[src/rtl/osiris_i_pkg.sv]
// rtl/osiris_i_pkg.sv - shared OSIRIS I encodings and pipeline-stage state type
package osiris_i_pkg;

  localparam int REG_ADDR_W = 5;

  localparam logic [1:0] RES_ALU  = 2'b00;
  localparam logic [1:0] RES_LOAD = 2'b01;
  localparam logic [1:0] RES_PC4  = 2'b10;

  typedef enum logic [1:0] {
    EMPTY = 2'd0,
    ONE   = 2'd1,
    TWO   = 2'd2
  } stage_state_t;

endpackage

[src/rtl/skid_buffer.sv]
// rtl/skid_buffer.sv - generic 2-entry valid/ready skid buffer with registered ready
module skid_buffer
  import osiris_i_pkg::*;
#(
  parameter int PAYLOAD_W = 8
) (
  input  logic                 i_clk,
  input  logic                 i_rst_n,
  input  logic                 i_flush,
  input  logic                 i_valid,
  output logic                 o_ready,
  input  logic [PAYLOAD_W-1:0] i_data,
  output logic                 o_valid,
  input  logic                 i_ready,
  output logic [PAYLOAD_W-1:0] o_data
);

  stage_state_t         state_q, state_d;
  logic [PAYLOAD_W-1:0] main_q, main_d;
  logic [PAYLOAD_W-1:0] skid_q, skid_d;
  logic                 ready_q, ready_d;
  logic                 acc, deq;

  assign acc = i_valid & ready_q;
  assign deq = (state_q != EMPTY) & i_ready;

  // Next state and register loads; main is the head, skid only fills when the head stalls.
  always_comb begin
    state_d = state_q;
    main_d  = main_q;
    skid_d  = skid_q;
    if (i_flush) begin
      state_d = EMPTY;
    end else begin
      case (state_q)
        EMPTY: begin
          if (acc) begin
            state_d = ONE;
            main_d  = i_data;
          end
        end
        ONE: begin
          if (acc && deq) begin
            main_d = i_data;
          end else if (acc) begin
            state_d = TWO;
            skid_d  = i_data;
          end else if (deq) begin
            state_d = EMPTY;
          end
        end
        TWO: begin
          if (deq) begin
            state_d = ONE;
            main_d  = skid_q;
          end
        end
        default: state_d = EMPTY;
      endcase
    end
    ready_d = (state_d != TWO);
  end

  // State, payload and registered ready; reset also clears both payload slots.
  always_ff @(posedge i_clk) begin
    if (!i_rst_n) begin
      state_q <= EMPTY;
      main_q  <= '0;
      skid_q  <= '0;
      ready_q <= 1'b1;
    end else begin
      state_q <= state_d;
      main_q  <= main_d;
      skid_q  <= skid_d;
      ready_q <= ready_d;
    end
  end

  assign o_ready = ready_q;
  assign o_valid = (state_q != EMPTY);
  assign o_data  = main_q;

endmodule

[src/rtl/ex_mem_stage_reg.sv]
// rtl/ex_mem_stage_reg.sv - EX->MEM pipeline register with skid, forward tap, optional stall counter (EX_MEM_STALL_CNT_EN)
module ex_mem_stage_reg
  import osiris_i_pkg::*;
#(
  parameter int WIDTH      = 32,
  parameter int REG_ADDR_W = 5
) (
  input  logic                  i_clk,
  input  logic                  i_rst_n,
  input  logic                  i_valid_EX,
  output logic                  o_ready_EX,
  input  logic [WIDTH-1:0]      i_alu_result_EX,
  input  logic [WIDTH-1:0]      i_write_data_EX,
  input  logic [WIDTH-1:0]      i_pc_plus4_EX,
  input  logic [REG_ADDR_W-1:0] i_rd_EX,
  input  logic                  i_reg_write_EX,
  input  logic                  i_mem_write_EX,
  input  logic [1:0]            i_result_src_EX,
  input  logic [2:0]            i_funct3_EX,
  input  logic                  i_flush_MEM,
  output logic                  o_valid_MEM,
  input  logic                  i_ready_MEM,
  output logic [WIDTH-1:0]      o_alu_result_MEM,
  output logic [WIDTH-1:0]      o_write_data_MEM,
  output logic [WIDTH-1:0]      o_pc_plus4_MEM,
  output logic [REG_ADDR_W-1:0] o_rd_MEM,
  output logic                  o_reg_write_MEM,
  output logic                  o_mem_write_MEM,
  output logic [1:0]            o_result_src_MEM,
  output logic [2:0]            o_funct3_MEM,
  output logic                  o_fwd_valid_MEM,
  output logic [REG_ADDR_W-1:0] o_fwd_rd_MEM,
  output logic [WIDTH-1:0]      o_fwd_data_MEM,
  output logic [31:0]           o_stall_cnt
);

  localparam int PW = 3 * WIDTH + REG_ADDR_W + 7;

  logic [PW-1:0] in_bus, out_bus;

  // A write to x0 is architecturally a no-op, so it is dropped at capture time.
  assign in_bus = {i_alu_result_EX, i_write_data_EX, i_pc_plus4_EX, i_rd_EX,
                   i_reg_write_EX & (i_rd_EX != '0), i_mem_write_EX,
                   i_result_src_EX, i_funct3_EX};

  skid_buffer #(.PAYLOAD_W(PW)) u_skid (
    .i_clk   (i_clk),
    .i_rst_n (i_rst_n),
    .i_flush (i_flush_MEM),
    .i_valid (i_valid_EX),
    .o_ready (o_ready_EX),
    .i_data  (in_bus),
    .o_valid (o_valid_MEM),
    .i_ready (i_ready_MEM),
    .o_data  (out_bus)
  );

  assign {o_alu_result_MEM, o_write_data_MEM, o_pc_plus4_MEM, o_rd_MEM,
          o_reg_write_MEM, o_mem_write_MEM, o_result_src_MEM, o_funct3_MEM} = out_bus;

  // Only alu results are ready in MEM; loads and pc+4 are resolved later.
  assign o_fwd_valid_MEM = o_valid_MEM & o_reg_write_MEM & (o_result_src_MEM == RES_ALU);
  assign o_fwd_rd_MEM    = o_rd_MEM;
  assign o_fwd_data_MEM  = o_alu_result_MEM;

`ifdef EX_MEM_STALL_CNT_EN
  logic [31:0] stall_cnt_q;

  // Counts cycles the head waits on MEM; survives flush, wraps naturally.
  always_ff @(posedge i_clk) begin
    if (!i_rst_n) begin
      stall_cnt_q <= '0;
    end else if (o_valid_MEM && !i_ready_MEM) begin
      stall_cnt_q <= stall_cnt_q + 32'd1;
    end
  end

  assign o_stall_cnt = stall_cnt_q;
`else
  assign o_stall_cnt = 32'd0;
`endif

endmodule

[config.mk]
export PLATFORM = sky130hd
export DESIGN_NAME = ex_mem_stage_reg
export DESIGN_NICKNAME = d
export VERILOG_FILES = /design/src/rtl/osiris_i_pkg.sv /design/src/rtl/skid_buffer.sv /design/src/rtl/ex_mem_stage_reg.sv
export SDC_FILE = /design/constraint.sdc
export NUM_CORES = 1
export LEC_CHECK = 0
export CORE_MARGIN = 2
export CORE_UTILIZATION = 44
export CTS_BUF_LIST = sky130_fd_sc_hd__clkbuf_8
export DETAILED_ROUTE_END_ITERATION = 6
export PLACE_DENSITY_LB_ADDON = 0.2
export SLEW_MARGIN = 10
export SYNTH_ARGS = -nofsm -noshare
export SYNTH_HDL_FRONTEND = slang
export SYNTH_HIERARCHICAL = 1
export SYNTH_SLANG_ARGS = --single-unit
[constraint.sdc]
create_clock -name i_clk -period 1.73 [get_ports i_clk]
set_clock_uncertainty 0.15 [all_clocks]
set_input_delay 0.2595 -clock i_clk [delete_from_list [all_inputs] [get_ports i_clk]]
set_output_delay 0.2595 -clock i_clk [all_outputs]
set_load 0.05 [all_outputs]
## Word level (Yosys, flattened, before mapping)

Cells that the tools add are included.

- Flip-flop bits (word level): 219
- Word-level logic and storage cells: 36

- Equal/unequal tests: 6
- Mux-type cells: 11
- Bitwise operators: 7
- Reduce and logical (&&, ||, !) cells: 8

Operators by type and width:

| operator | number |
|---|---|
| 2-to-1 mux 108 bit | 3 |
| one-hot mux 108 bit (3 select lines) | 1 |
| 2-to-1 mux 2 bit | 6 |
| != test 2 x 1 -> 1 bit (second input constant) | 3 |
| one-hot mux 2 bit (3 select lines) | 1 |
| AND 1 bit | 5 |
| AND reduction 5 bit | 1 |
| nonzero test 5 bit | 1 |
| logical NOT 2 bit | 2 |
| AND reduction 4 bit | 1 |
| nonzero test 3 bit | 1 |
| equality test 2 x 1 -> 1 bit (second input constant) | 1 |
| equality test 2 bit (second input constant) | 1 |
| != test 2 bit (second input constant) | 1 |
| NOT 1 bit | 2 |
| nonzero test 2 bit | 1 |
| logical AND 1 bit | 1 |

## Longest topological paths before layout

- Depth after elaboration: 8
- Depth in mapped cells: 7
- Depth with buffers taken out: 5

## Cells and area by module

Netlist, hierarchy kept.

By module, submodules not included:

| module | cells each | times used | area an instance (um^2) |
|---|---|---|---|
| skid_buffer | 968 | 1 | 9,091.2 |
| ex_mem_stage_reg | 74 | 1 | 545.5 |

## Worst setup path after synthesis

OpenSTA, ideal clock, no wires.

- Path kind: register to output
- Start: reg u_skid.state_q[1]
- End: out o_fwd_valid_MEM
- Buffers on the path: 0
- Data required time: 1,321 ps
- Arrival time: 1,812 ps
- Stages on the path, launching flop included: 4
- Slack: -491 ps
- Cell sequence: dfxtp_1 or2_2 nand2_1 nor3_1

- Longest elaborated chain between the ends: 3

RTL lines:

| item | RTL line | RTL |
|---|---|---|
| start, declared | skid_buffer.sv:18 | `stage_state_t state_q, state_d;` |
| start signal, assigned | skid_buffer.sv:72 | `state_q <= state_d;` |
| nonzero test 2 bit | skid_buffer.sv:80 | `assign o_valid = (state_q != EMPTY);` |
| net o_valid_MEM | ex_mem_stage_reg.sv:21 | `output logic o_valid_MEM,` |
| AND 1 bit (2 in a row) | ex_mem_stage_reg.sv:62 | `assign o_fwd_valid_MEM = o_valid_MEM & o_reg_write_MEM & (o_result_src_MEM == RES_ALU);` |
| end, declared | ex_mem_stage_reg.sv:31 | `output logic o_fwd_valid_MEM,` |

The timed path passes the listed nets, and every way through them passes these cells.

## Worst setup path in the final report

- Start: reg u_skid.state_q[0]
- End: reg u_skid.main_q[96], in the netlist u_skid/o_data[96]

- Longest elaborated chain between the ends: 5
- Elaborated cells between the ends (all ways): 12
- Classes of those cells: 5 x eq/ne; 1 x mux; 1 x bitwise; 5 x reduce/logical

RTL lines:

| item | RTL line | RTL |
|---|---|---|
| nonzero test 2 bit | skid_buffer.sv:25 | `assign deq = (state_q != EMPTY) & i_ready;` |
| AND 1 bit | skid_buffer.sv:25 |  |
| logical AND 1 bit | skid_buffer.sv:43 | `if (acc && deq) begin` |
| != test 2 x 1 -> 1 bit (no source line) | -- |  |
| AND reduction 5 bit (no source line) | -- |  |
| end signal, assigned | skid_buffer.sv:73 | `main_q <= main_d;` |
| end, declared | skid_buffer.sv:19 | `logic [PAYLOAD_W-1:0] main_q, main_d;` |

Several ways; a longest one is shown, not always the timed one.
A chain may end at the register's enable or synchronous reset.

==> impl_metrics.yaml <==
cts:
  tritoncts: "done"
  htree_levels: 2
  path_clk_slew_ns: 0.06
  cts_root_buf: "clkbuf_8"
  clk_latency_ns: 0.54
  cts_sinks: 219
  clock_path_buffers: 3
  cts-buffers-inserted: 38
sta:
  max_freq_mhz: 522
  setup_viol: 168
  whs_ns: 0.147
  worst_slack_ns: -0.186
  hold_viol: 0
  layout_worst_path_cycle_share: 1.11
  final.setup.tns_ns: -11.81
  slew_viol_final: 0
  min_period_ns: 1.92
  rsz0062_at_grt: "yes"
min_path:
  hold_end: "u_skid/skid_q[44]"
  hold_depth: 3
  hold_class: "in2reg"
  hold_path_startpoint: "i_write_data_EX[0]"
detailed_routing:
  routedWlPerCell_microns: 17.1
  route.detailed.drc: 0
  ant_nets: 0
  routed_wl_mm: 27.8
  drt-vias-per-instance: 5.08
  first_pass_iters: 5
  vias: 8256
  drt-initial-drc-count: 326
global_route:
  antenna_found_initial: 0
  grt_pass1_vias: 7281
  grt_max_degree: 70
  globalRouteOverflowTotal: 0
  grt_usage: 0.194
  grt_pass1_wl_mm: 37.4
critical_path:
  cp_max_fo: 7
  critPathKind: "reg2reg"
  r2r_end: "u_skid/o_data[96]"
  crit_path_end_kind: "register"
  r2r_slack_ns: -0.19
  worstPathArrival_ns: 2.17
  cp_data_required_time_ns: 1.99
  reg2regPathDepth: 7
  rr_startpoint: "u_skid/state_q[0]"
  startpoint_type: "register"
finish:
  area_growth_pct: 50.3
  fill_cells: 1701
  fin_nets: 1435
  drive_above_1_share: 0.285
  n_antenna_cell: 0
floorplan:
  rows: 54
  coreArea_sq_um: 21700
  die_y_microns: 152
  dieArea_sq_um: 23100
  die_w_microns: 152
  ioPinCount: 293
  start_util: 0.444
synth:
  synthCells: 1042
  syn_area_sq_um: 9640
  ys_seq_elements: 219
  yosysWarnings: 6
  ys_seq_area_frac: 0.455
  avgSynthCellArea_sq_um: 9.25
  synth_cell_types: 24
run_status:
  violations: "setup timing"
  status: "complete, but fails checks"
pwr:
  leakage_nw: 7.71
  power_density_nw_per_um2: 884
  vdd_ir_drop_max_uv: 668
  fin_total_pwr_mw: 12.8
placed_design:
  gp_congestion: 0.782
  place_hpwl_mm: 15.7
  io_buffers: 260
flow_run:
  maxCapViolations: 0
==> registers in the layout, summed over array words and instances (netlist names) <==
signal	flops
u_skid/o_data	108
u_skid/o_ready	1
u_skid/skid_q	108
u_skid/state_q	2
==> cells by family after synthesis <==
kind of cell,Yosys count,synth area share
AO/OA/AOI/OAI,221,0.202
multiplexers,109,0.113
other,1,0.000389
buffers and inverters,152,0.0911
flip-flops,219,0.455
AND/OR/NAND/NOR,340,0.138
==> cells in the mapped netlist <==
cell type  instances  area (sq um)
a211o_1            1          8.76
a21boi_0         101           758
a21boi_1           8          60.1
buf_2             33           165
buf_4             71           533
clkbuf_1          47           176
conb_1             1          3.75
dfxtp_1          219          4380
inv_1              1          3.75
mux2i_1          109          1090
nand2_1          327          1230
nand2b_1           4          25.0
nand3b_4           1          20.0
nor2_1             1          3.75
nor2b_1            2          12.5
nor3_1             1          5.00
nor3_4             1          16.3
o211a_1          108          1080
o21a_1             1          7.51
o22ai_1            1          6.26
o32ai_4            1          27.5
or2_2              1          6.26
or3_1              1          6.26
or4_1              1          7.51
==> critical path, cell delays in order, from the launching register on <==
cell and delay, ns:
dfxtp_4 0.35, nor2b_4 0.13, o32ai_4 0.47, buf_6 0.17
clkbuf_16 0.17, clkbuf_16 0.17, nand2_2 0.04, o211a_1 0.12
==> metal layers <==
layer,GRT usage,vias up,wire length (microns)
li1,-,4010,-
met1,0.244,3930,11600
met2,0.315,281,13700
met3,0.0630,35,2070
met4,0.0636,0,452
met5,0,-,0
==> power by group <==
part / internal (mW) / switching [mW]
logic: 1.09 / 1.64
clock network: 2.60 / 2.06
registers: 5.25 / 0.152
total: 8.95 / 3.85
==> worst max path at each step <==
stage	cells after the start	end	from	slack, ns
2_1_floorplan	6	u_skid/o_data[30]	u_skid/o_ready	0.002
6_report	7	u_skid/o_data[96]	u_skid/state_q[0]	-0.19
3_5_place_dp	7	u_skid/o_data[86]	i_valid_EX	-0.39
5_1_grt	7	u_skid/o_data[91]	u_skid/state_q[0]	-0.24
3_3_place_gp	7	u_skid/o_data[94]	i_ready_MEM	-0.36
4_1_cts	5	o_fwd_valid_MEM	u_skid/state_q[1]	-0.21
==> what timing repair did <==
action / 4_1_cts / 5_1_grt
resized for setup: 5 / 235
buffers inserted: 0 / 19
gates cloned: 0 / 37
setup endpoints to repair: 2 / 188
pin swaps: 2 / 49
hold buffers: 1 / 0
endpoints found under the hold margin: 24 / 0
==> layout make-up <==
class | count | area (sq um) | area share
timing repair buffer | 360 | 4110 | 0.284
inverter | 1 | 3.75 | 0.000259
sequential | 219 | 4390 | 0.303
tap | 280 | 350 | 0.0242
clock inverter | 13 | 51.3 | 0.00354
multi-input combinational | 702 | 4870 | 0.337
clock buffer | 51 | 702 | 0.0485
==> layout by cell type (no fill, tap or decap), types with 2 or more instances in the layout <==
cell type | Yosys | final
a21boi_2 | 0 | 15
clkdlybuf4s50_1 | 0 | 111
clkbuf_16 | 0 | 32
a21boi_0 | 101 | 2
buf_8 | 0 | 9
clkbuf_8 | 0 | 51
nand2_2 | 0 | 29
clkinv_2 | 0 | 2
dfxtp_4 | 0 | 2
nand2_4 | 0 | 24
mux2i_1 | 109 | 105
nor3_4 | 1 | 2
buf_6 | 0 | 14
dfxtp_1 | 219 | 216
nand2b_1 | 4 | 3
inv_1 | 1 | 12
buf_12 | 0 | 29
nand2_1 | 327 | 274
buf_16 | 0 | 4
a21boi_1 | 8 | 92
o211a_1 | 108 | 108
conb_1 | 1 | 32
mux2i_4 | 0 | 3
buf_4 | 71 | 160
==> per-stage QoR <==
stage	cells	cell area [sq um]	utilization	setup slack [ns]
final	1626	14500	0.668	-0.186
after global routing	1626	14500	0.668	-0.239
after CTS	1570	13000	0.598	-0.205
after detailed placement	1505	12200	0.562	-0.386
after global placement	1505	12200	0.562	-0.364
after floorplan	1073	9800	-	0.00208
Power figures use the tool's default switching activity.
